## src/rtl/flag_pulse_conditioner.sv

```systemverilog
// Synchronises and deglitches an async line, then issues edge events as rate-limited single-cycle flags.
// Idle latency sig_in -> pulse_out is SYNC_STAGES+FILTER_LEN+1 clocks; surplus events queue in a saturating counter.
`timescale 1ns/1ps
module flag_pulse_conditioner #(
   parameter int SYNC_STAGES = 2,
   parameter int FILTER_LEN  = 4,
   parameter int EDGE_SEL    = 0,
   parameter int HOLDOFF     = 4,
   parameter int PEND_W      = 4
) (
   input  logic              clk,
   input  logic              rst_n,
   input  logic              enable,
   input  logic              sig_in,
   input  logic              clr_overflow,
   output logic              pulse_out,
   output logic              level_out,
   output logic [PEND_W-1:0] pending,
   output logic              overflow
);
   localparam int FW = (FILTER_LEN > 1) ? $clog2(FILTER_LEN) : 1;
   localparam int HW = $clog2(HOLDOFF);
   localparam logic [FW-1:0]     FLT_LAST  = FW'(FILTER_LEN - 1);
   localparam logic [HW-1:0]     HOLD_LOAD = HW'(HOLDOFF - 1);
   localparam logic [PEND_W-1:0] PEND_MAX  = {PEND_W{1'b1}};

   logic [SYNC_STAGES-1:0] sync_q;
   logic                   sync_out;
   logic [FW-1:0]          flt_cnt;
   logic [HW-1:0]          hold_cnt;
   logic                   differ;
   logic                   flt_hit;
   logic                   evt;
   logic                   issue;
   logic                   lost;

   assign sync_out = sync_q[SYNC_STAGES-1];

   always_ff @(posedge clk or negedge rst_n) begin
      if (!rst_n) begin
         sync_q <= '0;
      end else begin
         sync_q <= {sync_q[SYNC_STAGES-2:0], sig_in};
      end
   end

   // flt_hit marks the edge on which level_out flips; events are taken from it directly
   always_comb begin
      differ  = (sync_out != level_out);
      flt_hit = differ && (flt_cnt == FLT_LAST);
      evt     = 1'b0;
      case (EDGE_SEL)
         0:       evt = flt_hit && !level_out;
         1:       evt = flt_hit && level_out;
         default: evt = flt_hit;
      endcase
      issue = enable && (pending != '0) && (hold_cnt == '0);
      lost  = enable && evt && !issue && (pending == PEND_MAX);
   end

   always_ff @(posedge clk or negedge rst_n) begin
      if (!rst_n) begin
         flt_cnt   <= '0;
         level_out <= 1'b0;
      end else if (!differ) begin
         flt_cnt <= '0;
      end else if (flt_hit) begin
         flt_cnt   <= '0;
         level_out <= ~level_out;
      end else begin
         flt_cnt <= flt_cnt + FW'(1);
      end
   end

   always_ff @(posedge clk or negedge rst_n) begin
      if (!rst_n) begin
         pending <= '0;
      end else if (!enable) begin
         pending <= '0;
      end else if (evt && issue) begin
         pending <= pending;
      end else if (evt) begin
         if (pending != PEND_MAX) begin
            pending <= pending + PEND_W'(1);
         end
      end else if (issue) begin
         pending <= pending - PEND_W'(1);
      end
   end

   // holdoff keeps running with enable low so re-enabling cannot shorten the spacing
   always_ff @(posedge clk or negedge rst_n) begin
      if (!rst_n) begin
         hold_cnt  <= '0;
         pulse_out <= 1'b0;
      end else begin
         pulse_out <= issue;
         if (issue) begin
            hold_cnt <= HOLD_LOAD;
         end else if (hold_cnt != '0) begin
            hold_cnt <= hold_cnt - HW'(1);
         end
      end
   end

   always_ff @(posedge clk or negedge rst_n) begin
      if (!rst_n) begin
         overflow <= 1'b0;
      end else if (lost) begin
         overflow <= 1'b1;
      end else if (clr_overflow) begin
         overflow <= 1'b0;
      end
   end
endmodule
```

## config.mk

```make
export PLATFORM = sky130hd
export DESIGN_NAME = flag_pulse_conditioner
export DESIGN_NICKNAME = d
export VERILOG_FILES = /design/src/rtl/flag_pulse_conditioner.sv
export SDC_FILE = /design/constraint.sdc
export NUM_CORES = 1
export LEC_CHECK = 0
export BUFFER_PORTS_ARGS = -buffer_cell sky130_fd_sc_hd__buf_4
export CORE_AREA = 10 10 47 49
export CTS_BUF_LIST = sky130_fd_sc_hd__clkbuf_4
export DETAILED_ROUTE_END_ITERATION = 16
export DIE_AREA = 0 0 57 59
export GPL_ROUTABILITY_DRIVEN = 0
export GPL_TIMING_DRIVEN = 1
export PLACE_DENSITY = 0.77
export SLEW_MARGIN = 10
export SYNTH_ARGS = -nofsm -noshare
export SYNTH_HDL_FRONTEND = slang
export SYNTH_SLANG_ARGS = --single-unit
```

## constraint.sdc

```tcl
create_clock -name clk -period 5.75 [get_ports clk]
set_input_delay 0.575 -clock clk [delete_from_list [all_inputs] [get_ports clk]]
set_output_delay 0.575 -clock clk [all_outputs]
set_load 0.02 [all_outputs]
```

# ---- Word-level counts from Yosys, hierarchy flattened
# Index checks and enable logic that the tools add are counted.
dict set report word_totals {
  out_inout_bits 7
  input_bits 5
  reg_bits 13
  word_cells 47
}
dict set report op_classes {
  addsub 4
  n_reduce_logical 17
  eq_ne 7
  n_bitwise 1
  n_mux 11
}
# op count
set op_table {}
lappend op_table {{2-to-1 mux 4 bit} 5}
lappend op_table {{logical AND 1 bit} 8}
lappend op_table {{2-to-1 mux 2 bit} 4}
lappend op_table {{nonzero test 2 bit} 3}
lappend op_table {{adder 4 x 1 -> 4 bit (second input constant)} 1}
lappend op_table {{== test 4 bit (second input constant)} 1}
lappend op_table {{inequality test 4 bit (second input constant)} 1}
lappend op_table {{nonzero test 4 bit} 1}
lappend op_table {{subtractor 4 x 1 -> 4 bit (second input constant)} 1}
lappend op_table {{inequality test 3 x 1 -> 1 bit (second input constant)} 1}
lappend op_table {{inequality test 3 x 2 -> 1 bit (second input constant)} 1}
lappend op_table {{AND reduction 3 bit} 1}
lappend op_table {{adder 2 x 1 -> 2 bit (second input constant)} 1}
lappend op_table {{== test 2 bit (second input constant)} 1}
lappend op_table {{logical NOT 1 bit} 2}
lappend op_table {{logical NOT 2 bit} 1}
lappend op_table {{2-to-1 mux 1 bit} 2}
lappend op_table {{inequality test 2 bit (second input constant)} 1}
lappend op_table {{AND reduction 2 bit} 1}
lappend op_table {{subtractor 2 x 1 -> 2 bit (second input constant)} 1}
lappend op_table {{inequality test 1 bit} 1}
lappend op_table {{NOT 1 bit} 1}

# ---- Depth between registers and ports, before layout
dict set report logic_depth {
  word_depth 7
  depth_mapped 9
  depth_no_buf 8
}

# ---- Worst setup path after synthesis
# No wires, ideal clock.
dict set report synth_path {
  path_kind {reg2reg}
  start {register pending[1]}
  end {register pending[0]}
  synth_period_minus_slack_ps 1854
  required_time_ps 5625
  setup_slack_ps 3896
  path_buffers 0
  setup_time_ps 125
  stages_incl_launch_ff 5
  arrival_ps 1729
  cell_sequence {dfrtp_1 or4_4 and3_4 a21oi_4 mux2_4}
}
dict set report synth_via {
  elab_chain_cells 6
  elab_cells_between_ends 9
}
# item line
set synth_lines {}
lappend synth_lines {{start, declared} 18} ;# output logic [PEND_W-1:0] pending,
lappend synth_lines {{start signal, assigned} 81} ;# pending <= pending;
lappend synth_lines {{start signal, assigned} 84} ;# pending <= pending + PEND_W'(1);
lappend synth_lines {{start signal, assigned} 87} ;# pending <= pending - PEND_W'(1);
lappend synth_lines {{nonzero test 4 bit} 57} ;# issue = enable && (pending != '0) && (hold_cnt == '0);
lappend synth_lines {{logical AND 1 bit (2 in a row)} 57}
lappend synth_lines {{logical AND 1 bit} 80} ;# end else if (evt && issue) begin
lappend synth_lines {{inequality test 2 bit (no line)} n/a}
lappend synth_lines {{AND reduction 3 bit (no line) (*)} n/a}
# Every way passes the cells marked *; elsewhere a longest branch is shown, timed or not.
# A chain may end at the register's enable or synchronous reset.

# ---- Worst setup path in the final report
dict set report layout_path {
  start {register flt_cnt[0]}
  end {register pending[3]}
}
dict set report layout_via {
  elab_chain_cells 6
  elab_cells_between_ends 11
}
# item line
set layout_lines {}
lappend layout_lines {{start, declared} 29} ;# logic [FW-1:0] flt_cnt;
lappend layout_lines {{start signal, assigned} 71} ;# flt_cnt <= flt_cnt + FW'(1);
lappend layout_lines {{== test 2 bit (*)} 50} ;# flt_hit = differ && (flt_cnt == FLT_LAST);
lappend layout_lines {{logical AND 1 bit (*)} 50}
lappend layout_lines {{logical AND 1 bit (*)} 53} ;# 0: evt = flt_hit && !level_out;
lappend layout_lines {{logical AND 1 bit or 2-to-1 mux 4 bit (tied branches)} {80, 82}}
lappend layout_lines {{inequality test 2 bit (no line) or 2-to-1 mux 4 bit (tied branches)} n/a}
lappend layout_lines {{AND reduction 3 bit (no line) or 2-to-1 mux 4 bit (tied branches)} n/a}
# Every way passes the cells marked *; elsewhere a longest branch is shown, timed or not. The select of a mux whose other input is x is not followed.

==> load_flow_metrics.sql <==
INSERT INTO impl_metrics (metric_group, metric, value, unit) VALUES
('finish', 'finalNetCount', '90', ''),
('cts', 'post_cts.resized_instances', '0', ''),
('setup_path', 'max_stage_delay', '390', 'ps'),
('setup_path', 'worst-r2r-setup-slack', '3710', 'ps'),
('global_route', 'antenna_found_initial', '0', ''),
('floorplan', 'io-pin-count', '12', ''),
('global_route', 'grt.met1_usage', '9.67', '%'),
('place', 'port_buffers', '11', ''),
('cts', 'clk_transition_reported_paths', '80', 'ps'),
('setup_path', 'arrival', '2190', 'ps'),
('synth', 'synthesis.area', '721', 'µm²'),
('cts', 'ctsHoldBuffers', '0', ''),
('setup_path', 'cpLargestDelayFamily', 'simple AND/OR/NAND/NOR gates', ''),
('power_and_ir_drop', 'max-vdd-ir-drop', '0.249', 'mV'),
('run_status', 'outcome', 'complete, no violations', ''),
('setup_path', 'critical_path.reg2reg.startpoint', 'flt_cnt[0]', ''),
('cts', 'cts.repair_timing.setup_buffer_count', '0', ''),
('timing', 'worst_slew_margin_rel', '80.6', '%'),
('setup_path', 'worstSetupStartpointType', 'flip-flop', ''),
('global_route', 'all_layer_gr_usage', '8.82', '%'),
('timing', 'finalHoldViolations', '0', ''),
('setup_path', 'critical_path_endpoint', 'pending[3]', ''),
('finish', 'insertedDiodeCount', '0', ''),
('synth', 'mappedNetlistNets', '76', ''),
('timing', 'slew_viol_final', '0', ''),
('global_route', 'grt_pass1_vias', '564', ''),
('timing', 'post-route-worst-setup-slack', '3710', 'ps'),
('timing', 'min_period_over_period', '35.4', '%'),
('global_route', 'grt_first_pass_wirelength', '2420', 'µm'),
('floorplan', 'starting_density_of_the_core', '51.4', '%'),
('floorplan', 'chipHeight', '59', 'µm'),
('setup_path', 'criticalPathCategory', 'flip-flop to flip-flop', ''),
('global_route', 'gr-max-usage-layer', 'met2', ''),
('cts', 'worst_skew_pair.late_latency', '270', 'ps'),
('worst_hold_path', 'min_path_type', 'input pin to async pin', ''),
('floorplan', 'floorplan.die_area', '0.00336', 'mm²'),
('finish', 'areaGrowthSynthToFinish', '16.7', '%'),
('setup_path', 'data_required_time_of_the_critical_path', '5910', 'ps'),
('detailed_routing', 'dr.first_iter.drc_count', '7', ''),
('cts', 'cts.sinks', '13', ''),
('floorplan', 'core', '0.00140', 'mm²'),
('detailed_routing', 'route.detailed.drc', '0', ''),
('detailed_routing', 'drt_wl_total', '1370', 'µm'),
('setup_path', 'crit_fanout', '7', ''),
('timing', 'clock.fmax', '491', 'MHz'),
('power_and_ir_drop', 'power.static_leakage', '0.416', 'nW'),
('cts', 'cts_buffers', '3', ''),
('timing', 'final_period_minus_worst_setup_slack', '2040', 'ps'),
('setup_path', 'timing.critical_path.buf_inv', '1', ''),
('setup_path', 'critical_path_cell_count', '8', ''),
('cts', 'cts_root_buffer', 'sky130_fd_sc_hd__clkbuf_4', ''),
('setup_path', 'timing.reg2reg.worst_path_depth', '8', ''),
('global_route', 'grtUsageMet3', '2.79', '%'),
('global_route', 'pin_count_of_the_biggest_net_entering_global_routing', '14', ''),
('detailed_routing', 'post_detailed_route_via_to_cell_ratio', '5.65', ''),
('finish', 'filler_cell_count', '122', ''),
('finish', 'layout_cells_sized_above_1', '30.0', '%'),
('setup_path', 'path_cells', 'ha_1 > and3b_1 > inv_2 > ha_1 > o21a_1 > nor3_1 > nor3_1 > nand3b_1', ''),
('detailed_routing', 'drt_pre_antenna_iters', '4', ''),
('timing', 'max_slew.worst_pin.slew', '288', 'ps'),
('timing', 'setup_repair_after_global_routing_missed_its_margin', 'no', ''),
('timing', 'finalSetupTns', '0', 'ps'),
('place', 'post-place-ws', '3750', 'ps'),
('place', 'detailed_place_hpwl', '1070', 'µm'),
('synth', 'synthesis.area_per_instance', '10.8', 'µm²'),
('synth', 'yosys_register_bits', '13', ''),
('floorplan', 'placement_rows', '14', ''),
('setup_path', 'critical-path-slowest-cell', 'sky130_fd_sc_hd__dfrtp_1', ''),
('finish', 'seqCellArea', '325', 'µm²'),
('job', 'max_capacitance_violation_total', '0', ''),
('setup_path', 'timing.critical_path.from', 'flt_cnt[0]', '');
==> state kept, by name (all words and copies together), names as in the netlist <==
signal / cells
level_out: 1
overflow: 1
hold_cnt: 2
pulse_out: 1
flt_cnt: 2
sync_q: 2
pending: 4
==> per-stage QoR <==
| step | util, % | instance area [µm²] | cells | hold WS (ps) | total power, W |
|---|---|---|---|---|---|
| 2_1_floorplan | - | 721 | 67 | 279 | 0.000308 |
| 3_3_place_gp | 57.9 | 811 | 92 | 333 | 0.000364 |
| 6_report | 60.0 | 841 | 96 | 127 | 0.000428 |
| 3_5_place_dp | 57.9 | 811 | 92 | 339 | 0.000371 |
| 4_1_cts | 60.0 | 841 | 96 | 126 | 0.000433 |
| 5_1_grt | 60.0 | 841 | 96 | 125 | 0.000461 |
==> layer usage <==
metal / wire [µm] / up-vias
met1: 558 / 262
met3: 103 / 2
li1: - / 261
met4: 12 / 0
met2: 692 / 17
met5: 0 / -
==> how the worst min path moves through the flow <==
| stage | from | endpoint | slack [ps] |
|---|---|---|---|
| floorplan | rst_n | flt_cnt[0] | 280 |
| global placement | sync_q[0] | sync_q[1] | 330 |
| detailed placement | sync_q[0] | sync_q[1] | 340 |
| CTS | rst_n | flt_cnt[1] | 130 |
| global route | rst_n | pulse_out | 120 |
| finish | rst_n | flt_cnt[1] | 130 |
==> power by group <==
part	leakage, nW	switching (W)	internal (W)	total [W]
clock network	0.0184	0.0000293	0.0000316	0.0000608
registers	0.164	0.0000336	0.000124	0.000157
logic	0.234	0.000104	0.000105	0.000209
total	0.416	0.000167	0.000261	0.000428
==> kinds of logic (layout without fill, tap and decap cells) <==
group / count (synthesis) / after routing / synth area share [%]
and+or+nand+nor: 23 / 23 / 19.1
AOI/OAI and AO/OA: 10 / 10 / 10.2
buffers and inverters: 8 / 21 / 4.86
adders and majority gates: 4 / 4 / 6.94
DFF: 13 / 13 / 45.1
muxes: 7 / 7 / 11.3
xor gates and xnor gates: 2 / 2 / 2.43
==> layout make-up <==
cell class              instances  area share (%)
multi-input cells              46            42.9
flip-flops and latches         13            38.7
well taps                      16            2.38
inverters                       6            2.68
clock buffers                   4            3.57
repair buffers                 11            9.82
==> placed cells by master, fill, tap and decap left out <==
cell and instances:
sky130_fd_sc_hd__a21oi_1 3, sky130_fd_sc_hd__a21oi_4 1, sky130_fd_sc_hd__a31oi_1 1, sky130_fd_sc_hd__and2_1 1, sky130_fd_sc_hd__and3_4 1, sky130_fd_sc_hd__and3b_1 1, sky130_fd_sc_hd__and4_2 1, sky130_fd_sc_hd__buf_4 11
sky130_fd_sc_hd__clkbuf_4 4, sky130_fd_sc_hd__dfrtp_1 13, sky130_fd_sc_hd__ha_1 4, sky130_fd_sc_hd__inv_1 5, sky130_fd_sc_hd__inv_2 1, sky130_fd_sc_hd__mux2_2 1, sky130_fd_sc_hd__mux2_4 2, sky130_fd_sc_hd__mux2i_1 4
sky130_fd_sc_hd__nand2_1 5, sky130_fd_sc_hd__nand2_2 1, sky130_fd_sc_hd__nand2b_1 1, sky130_fd_sc_hd__nand3_1 2, sky130_fd_sc_hd__nand3b_1 1, sky130_fd_sc_hd__nor2_1 2, sky130_fd_sc_hd__nor2b_1 3, sky130_fd_sc_hd__nor3_1 3
sky130_fd_sc_hd__o21a_1 1, sky130_fd_sc_hd__o21ai_1 1, sky130_fd_sc_hd__o221ai_1 1, sky130_fd_sc_hd__o22ai_1 1, sky130_fd_sc_hd__o31a_1 1, sky130_fd_sc_hd__or4_4 1, sky130_fd_sc_hd__xnor2_1 2
==> synthesized netlist by cell type <==
cell | instances | area share [%]
sky130_fd_sc_hd__a31oi_1 | 1 | 0.87
sky130_fd_sc_hd__inv_1 | 5 | 2.6
sky130_fd_sc_hd__or4_4 | 1 | 1.6
sky130_fd_sc_hd__ha_1 | 4 | 6.9
sky130_fd_sc_hd__o21ai_1 | 1 | 0.69
sky130_fd_sc_hd__o21a_1 | 1 | 1.0
sky130_fd_sc_hd__mux2_4 | 2 | 4.2
sky130_fd_sc_hd__mux2i_1 | 4 | 5.6
sky130_fd_sc_hd__nand2b_1 | 1 | 0.87
sky130_fd_sc_hd__nor2_1 | 2 | 1.0
sky130_fd_sc_hd__nand2_2 | 1 | 0.87
sky130_fd_sc_hd__nand3_1 | 2 | 1.4
sky130_fd_sc_hd__o31a_1 | 1 | 1.2
sky130_fd_sc_hd__inv_2 | 1 | 0.52
sky130_fd_sc_hd__nor3_1 | 3 | 2.1
sky130_fd_sc_hd__mux2_2 | 1 | 1.6
sky130_fd_sc_hd__buf_4 | 1 | 1.0
sky130_fd_sc_hd__nor2b_1 | 3 | 2.6
sky130_fd_sc_hd__xnor2_1 | 2 | 2.4
sky130_fd_sc_hd__and2_1 | 1 | 0.87
sky130_fd_sc_hd__nand3b_1 | 1 | 1.0
sky130_fd_sc_hd__buf_2 | 1 | 0.69
sky130_fd_sc_hd__o22ai_1 | 1 | 0.87
sky130_fd_sc_hd__and3b_1 | 1 | 1.2
sky130_fd_sc_hd__and4_2 | 1 | 1.4
sky130_fd_sc_hd__nand2_1 | 5 | 2.6
sky130_fd_sc_hd__dfrtp_1 | 13 | 45
sky130_fd_sc_hd__a21oi_4 | 1 | 2.3
sky130_fd_sc_hd__a21oi_1 | 3 | 2.1
sky130_fd_sc_hd__and3_4 | 1 | 1.6
sky130_fd_sc_hd__o221ai_1 | 1 | 1.2
No activity file was read; power rests on OpenSTA's default activity.
